<file path="src/rtl/led_pattern_pkg.sv">
// rtl/led_pattern_pkg.sv - mode codes, sequence lengths and LED patterns for led_pattern_gen
package led_pattern_pkg;

  localparam int MAX_LED = 64;

  localparam logic [2:0] MODE_FILL_L  = 3'd0;
  localparam logic [2:0] MODE_FILL_R  = 3'd1;
  localparam logic [2:0] MODE_OUTWARD = 3'd2;
  localparam logic [2:0] MODE_INWARD  = 3'd3;
  localparam logic [2:0] MODE_CHASE   = 3'd4;
  localparam logic [2:0] MODE_BOUNCE  = 3'd5;
  localparam logic [2:0] MODE_BLINK   = 3'd6;
  localparam logic [2:0] MODE_OFF     = 3'd7;

  function automatic int seq_len(input logic [2:0] mode, input int n);
    case (mode)
      MODE_FILL_R:               seq_len = n + 1;
      MODE_OUTWARD, MODE_INWARD: seq_len = (n + 1) / 2 + 1;
      MODE_CHASE:                seq_len = n;
      MODE_BOUNCE:               seq_len = 2 * n - 2;
      MODE_BLINK:                seq_len = 2;
      MODE_OFF:                  seq_len = 1;
      default:                   seq_len = n + 1;
    endcase
  endfunction

  function automatic logic [MAX_LED-1:0] pattern(input logic [2:0] mode, input int idx, input int n);
    logic [MAX_LED-1:0] p;
    int d2;
    p = '0;
    for (int i = 0; i < MAX_LED; i++) begin
      // d2 is twice the distance of LED i from the bank centre; works for odd and even n
      d2 = 2 * i - (n - 1);
      if (d2 < 0) d2 = -d2;
      if (i < n) begin
        case (mode)
          MODE_FILL_R:  p[i] = (i >= n - idx);
          MODE_OUTWARD: p[i] = (d2 < 2 * idx);
          MODE_INWARD:  p[i] = (i < idx) || (i >= n - idx);
          MODE_CHASE:   p[i] = (i == idx);
          MODE_BOUNCE:  p[i] = (i == ((idx < n) ? idx : (2 * n - 2 - idx)));
          MODE_BLINK:   p[i] = (idx != 0);
          MODE_OFF:     p[i] = 1'b0;
          default:      p[i] = (i < idx);
        endcase
      end
    end
    pattern = p;
  endfunction

endpackage

</file>
<file path="src/rtl/led_tick_div.sv">
// rtl/led_tick_div.sv - step prescaler: tick every div_i+1 enabled clocks, sync clear
module led_tick_div #(
  parameter int DIV_W = 4
) (
  input  logic             clk_i,
  input  logic             rst_i,
  input  logic             en_i,
  input  logic             clr_i,
  input  logic [DIV_W-1:0] div_i,
  output logic             tick_o
);

  logic [DIV_W-1:0] pcnt_q;
  logic [DIV_W-1:0] pcnt_d;

  // a count left above a freshly lowered div ends the period rather than running round
  assign tick_o = en_i && (pcnt_q >= div_i);

  always_comb begin
    pcnt_d = pcnt_q;
    if (clr_i || tick_o) begin
      pcnt_d = '0;
    end else if (en_i) begin
      pcnt_d = pcnt_q + 1'b1;
    end
  end

  always_ff @(posedge clk_i or posedge rst_i) begin
    if (rst_i) begin
      pcnt_q <= '0;
    end else begin
      pcnt_q <= pcnt_d;
    end
  end

endmodule

</file>
<file path="src/rtl/led_pattern_gen.sv">
// rtl/led_pattern_gen.sv - N-LED pattern sequencer; LED_PATTERN_EXT_EN adds modes 4-7
module led_pattern_gen
  import led_pattern_pkg::*;
#(
  parameter int N_LED = 8,
  parameter int DIV_W = 4
) (
  input  logic             clk,
  input  logic             reset,
  input  logic             ss,
  input  logic [2:0]       mode,
  input  logic [DIV_W-1:0] div,
  output logic [N_LED-1:0] led,
  output logic             wrap
);

  localparam int IDX_W = $clog2(2 * N_LED);

  logic [2:0]         mode_eff;
  logic [2:0]         mode_q;
  logic [IDX_W-1:0]   idx_q;
  logic [IDX_W-1:0]   idx_d;
  logic [N_LED-1:0]   led_q;
  logic [N_LED-1:0]   led_d;
  logic               wrap_q;
  logic               wrap_d;
  logic               mode_chg;
  logic               tick;
  logic [MAX_LED-1:0] pat;
  logic               unused_pat;

`ifdef LED_PATTERN_EXT_EN
  assign mode_eff = mode;
`else
  logic unused_mode_msb;
  assign unused_mode_msb = mode[2];
  assign mode_eff = {1'b0, mode[1:0]};
`endif

  assign mode_chg   = (mode_eff != mode_q);
  assign unused_pat = ^pat;

  led_tick_div #(.DIV_W(DIV_W)) u_tick_div (
    .clk_i  (clk),
    .rst_i  (reset),
    .en_i   (ss),
    .clr_i  (mode_chg),
    .div_i  (div),
    .tick_o (tick)
  );

  // a mode change wins over a coincident tick and restarts the new sequence
  always_comb begin
    idx_d  = idx_q;
    led_d  = led_q;
    wrap_d = 1'b0;
    pat    = '0;
    if (mode_chg) begin
      idx_d = '0;
      pat   = pattern(mode_eff, 0, N_LED);
      led_d = pat[N_LED-1:0];
    end else if (tick) begin
      if (int'(idx_q) >= seq_len(mode_q, N_LED) - 1) begin
        idx_d  = '0;
        wrap_d = 1'b1;
      end else begin
        idx_d = idx_q + 1'b1;
      end
      pat   = pattern(mode_q, int'(idx_d), N_LED);
      led_d = pat[N_LED-1:0];
    end
  end

  always_ff @(posedge clk or posedge reset) begin
    if (reset) begin
      mode_q <= '0;
      idx_q  <= '0;
      led_q  <= '0;
      wrap_q <= 1'b0;
    end else begin
      if (mode_chg) mode_q <= mode_eff;
      idx_q  <= idx_d;
      led_q  <= led_d;
      wrap_q <= wrap_d;
    end
  end

  assign led  = led_q;
  assign wrap = wrap_q;

endmodule

</file>
<file path="config.mk">
export PLATFORM = sky130hd
export DESIGN_NAME = led_pattern_gen
export DESIGN_NICKNAME = d
export VERILOG_FILES = /design/src/rtl/led_pattern_pkg.sv /design/src/rtl/led_tick_div.sv /design/src/rtl/led_pattern_gen.sv
export SDC_FILE = /design/constraint.sdc
export NUM_CORES = 1
export LEC_CHECK = 0
export ABC_AREA = 0
export CORE_ASPECT_RATIO = 0.7
export CORE_MARGIN = 8
export CORE_UTILIZATION = 50
export DETAILED_ROUTE_END_ITERATION = 6
export HOLD_SLACK_MARGIN = 0.06
export PLACE_DENSITY = 0.76
export SYNTH_ARGS = -nofsm -noshare
export SYNTH_HDL_FRONTEND = slang
export SYNTH_SLANG_ARGS = --single-unit
export TNS_END_PERCENT = 10
</file>
<file path="constraint.sdc">
create_clock -name clk -period 3.2 [get_ports clk]
set_clock_uncertainty 0.15 [all_clocks]
set_input_delay 0.32 -clock clk [delete_from_list [all_inputs] [get_ports clk]]
set_output_delay 0.32 -clock clk [all_outputs]
set_load 0.005 [all_outputs]
</file>
==> impl_metrics.env <==
export IMPL_status="completed"
export IMPL_cts_hold_buffers=0
export IMPL_start_kind="flop"
export IMPL_vdd_drop_max_v=0.000214
export IMPL_critical_path_class="flop to flop"
export IMPL_die_h_microns=62.9
export IMPL_fillers=266
export IMPL_synth_area_per_cell_sq_um=8.20
export IMPL_tritoncts="built"
export IMPL_place_congestion=0.938
export IMPL_gr_total_overflow=0
export IMPL_multi_input_area_sq_mm=0.00101
export IMPL_async_flop_share=1.00
export IMPL_synth_flop_cell="dfrtp_1"
export IMPL_grt_pass1_vias=1471
export IMPL_finalHoldViolCount=0
export IMPL_slowest_stage="dfrtp_1"
export IMPL_grt_pass1_wl_microns=6970
export IMPL_rsz0062_at_grt="no"
export IMPL_cts_resized_gates=0
export IMPL_synth_simple_area_share=0.191
export IMPL_grt_max_degree=20
export IMPL_dp_hpwl_microns=3210
export IMPL_reg2reg_from="mode_q[1]$_DFFE_PP0N_"
export IMPL_pwr_density_cell_mw_per_mm2=278
export IMPL_seqCellArea_sq_um=477
export IMPL_worstMarginPinSlew_ns=0.730
export IMPL_slew_viol_final=0
export IMPL_ant_nets=0
export IMPL_r2r_cells=13
export IMPL_clockRootBuffer="clkbuf_8"
export IMPL_crit_required_ns=3.18
export IMPL_clkLatencyLatePin_ns=0.26
export IMPL_initial_core_util=0.510
export IMPL_startpoint="mode_q[1]$_DFFE_PP0N_"
export IMPL_antenna_found_initial=0
export IMPL_synth_mux_area_fraction=0
export IMPL_dr_pass1_iters=5
export IMPL_drive_gt1_frac=0.137
export IMPL_antenna_cells=0
export IMPL_end_kind="flop"
export IMPL_critPathArrivalTime_ns=3.00
export IMPL_leakage_nw=0.812
export IMPL_synth_top_family_by_area="compound AO/OA/AOI/OAI gates"
export IMPL_drt_wl_total_microns=4150
export IMPL_num_rows=17
export IMPL_routed_via_count=1498
export IMPL_clk_pin_slew_worst_paths_ns=0.08
export IMPL_reg2reg_slack_ns=0.18
export IMPL_die_width_microns=83.1
export IMPL_ys_types=42
export IMPL_max_stage_delay_ns=0.41
export IMPL_track_usage=0.158
export IMPL_post_route_min_period_ns=3.02
export IMPL_port_buffers=17
export IMPL_synthAdderAreaFrac=0.111
export IMPL_final_util=0.615
export IMPL_fin_tns_setup_ns=0
export IMPL_synthesis_area_sq_mm=0.00157
export IMPL_hold_class="primary input to asynchronous set/reset pin"
export IMPL_clk_path_buf_depth=2
export IMPL_finalSetupViolCount=0
export IMPL_routed_via_density=5.99
export IMPL_cp_max_fo=11
export IMPL_max_cap_violations=0
export IMPL_fmax_mhz=331
export IMPL_reg2reg_to="led[0]$_DFFE_PP0N_"
export IMPL_seq_area_frac_synth=0.302
export IMPL_synth_compound_area_frac=0.266
export IMPL_nets=237
export IMPL_cts_sinks=19
export IMPL_worst_path_most_repeated_cell="ha_1"
export IMPL_htree_levels=1
export IMPL_path_cells="ha_1 > a21bo_2 > a21oi_2 > buf_6 > nand2_1 > ha_1 > inv_1 > nor3_2 > ha_1 > nand2b_1 > o32a_1 > a32oi_1 > nand3_1"
export IMPL_area_delta_synth_final_pct=20.5
export IMPL_syn_inst=192
export IMPL_synthXorXnorAreaFrac=0.0604
export IMPL_ys_ff_latch=19
export IMPL_drt_iter0_drc=154
export IMPL_postCtsSetupBuffers=0
export IMPL_synth_edff_count=0
export IMPL_drc_errors=0
export IMPL_syn_nets=216
export IMPL_core_area_sq_mm=0.00308
export IMPL_die_area_sq_mm=0.00523
export IMPL_crit_end="led[0]$_DFFE_PP0N_"
export IMPL_io_pins=19
export IMPL_period_share=0.943
export IMPL_power_total_mw=0.526
export IMPL_relSlewSlack=0.513
export IMPL_numCtsBuffers=3
export IMPL_wl_per_cell_microns=16.6
export IMPL_yosysWarnings=0
## how the worst min path moves through the flow
stage / endpoint / slack (ns) / cells after the start
after global routing: led[1]$_DFFE_PP0N_ / 0.39 / 2
after detailed placement: led[7]$_DFFE_PP0N_ / 0.33 / 2
final: mode_q[1]$_DFFE_PP0N_ / 0.33 / 2
after floorplan: idx_q[0]$_DFFE_PP0N_ / 0.12 / 1
after CTS: led[7]$_DFFE_PP0N_ / 0.35 / 2
after global placement: led[0]$_DFFE_PP0N_ / 0.33 / 2
## cells by family (layout without fill, tap and decap cells)
logic type | count (synthesis) | after routing
DFF | 19 | 19
and+or+nand+nor | 63 | 63
adders and majority gates | 14 | 14
AOI/OAI and AO/OA | 58 | 58
xor gates and xnor gates | 10 | 10
buffers and inverters | 28 | 48
## layout make-up
| class | count | share of cell area |
|---|---|---|
| clock buffers | 3 | 0.0218 |
| repair buffers | 28 | 0.135 |
| multi-input cells | 145 | 0.532 |
| inverters | 16 | 0.0317 |
| well taps | 38 | 0.0251 |
| flip-flops and latches | 19 | 0.251 |
| clock inverters | 1 | 0.00264 |
## state kept, by name (all words and copies together) (netlist names)
register and count:
led 8, mode_q 2, idx_q 4, u_tick_div.pcnt_q 4, wrap 1
## layer usage
| layer | GRT usage | share of wire | vias to the layer above |
|---|---|---|---|
| met5 | 0 | 0 | - |
| met4 | 0.0153 | 0.0022 | 0 |
| met3 | 0.0495 | 0.079 | 2 |
| met2 | 0.231 | 0.44 | 62 |
| met1 | 0.224 | 0.48 | 702 |
| li1 | - | - | 732 |
## report_power, final
group / total [mW] / internal (mW) / switching (mW)
Clock: 0.169 / 0.0866 / 0.0820
Combinational: 0.108 / 0.0452 / 0.0627
Sequential: 0.250 / 0.243 / 0.00639
## synthesized netlist by cell type, types with 3 or more instances
cell	count	area (sq um)
a211o_1	3	26.3
a21oi_1	8	40.0
a32oi_1	4	35.0
and2_1	5	31.3
clkbuf_1	10	37.5
dfrtp_1	19	475
ha_1	14	175
inv_1	16	60.1
nand2_1	26	97.6
nand2b_1	3	18.8
nand3_1	9	45.0
nand4_1	3	18.8
nor2_1	8	30.0
nor3_1	3	15.0
o2111ai_1	3	26.3
o211ai_1	4	30.0
o21ai_0	17	85.1
xnor2_1	6	52.6
xor2_1	3	26.3
## cell usage in the layout (no fill, tap or decap), types with 6 or more instances in the layout
master	n
xnor2_1	6
inv_1	15
ha_1	13
clkdlybuf4s50_1	17
o21ai_0	17
nor2_1	7
buf_4	10
nand2_1	25
nand3_1	8
a21oi_1	7
dfrtp_1	18
## metrics by stage
stage,instances,hold slack (ns),cell area (sq um),setup slack [ns]
after floorplan,192,0.121,1570,0.0128
after global placement,246,0.326,1820,0.169
after detailed placement,246,0.334,1820,0.0877
after CTS,250,0.351,1870,0.0653
after global routing,250,0.388,1900,0.00420
final,250,0.332,1900,0.181
## critical path, delay by kind of cell, from the launching register on
| kind | cells | cell delay (ns) |
|---|---|---|
| flops | 1 | 0.41 |
| fa+ha+maj | 3 | 0.84 |
| compound gates | 4 | 0.86 |
| buf+inv | 2 | 0.27 |
| simple gates | 4 | 0.36 |
Power figures use the tool's default switching activity.
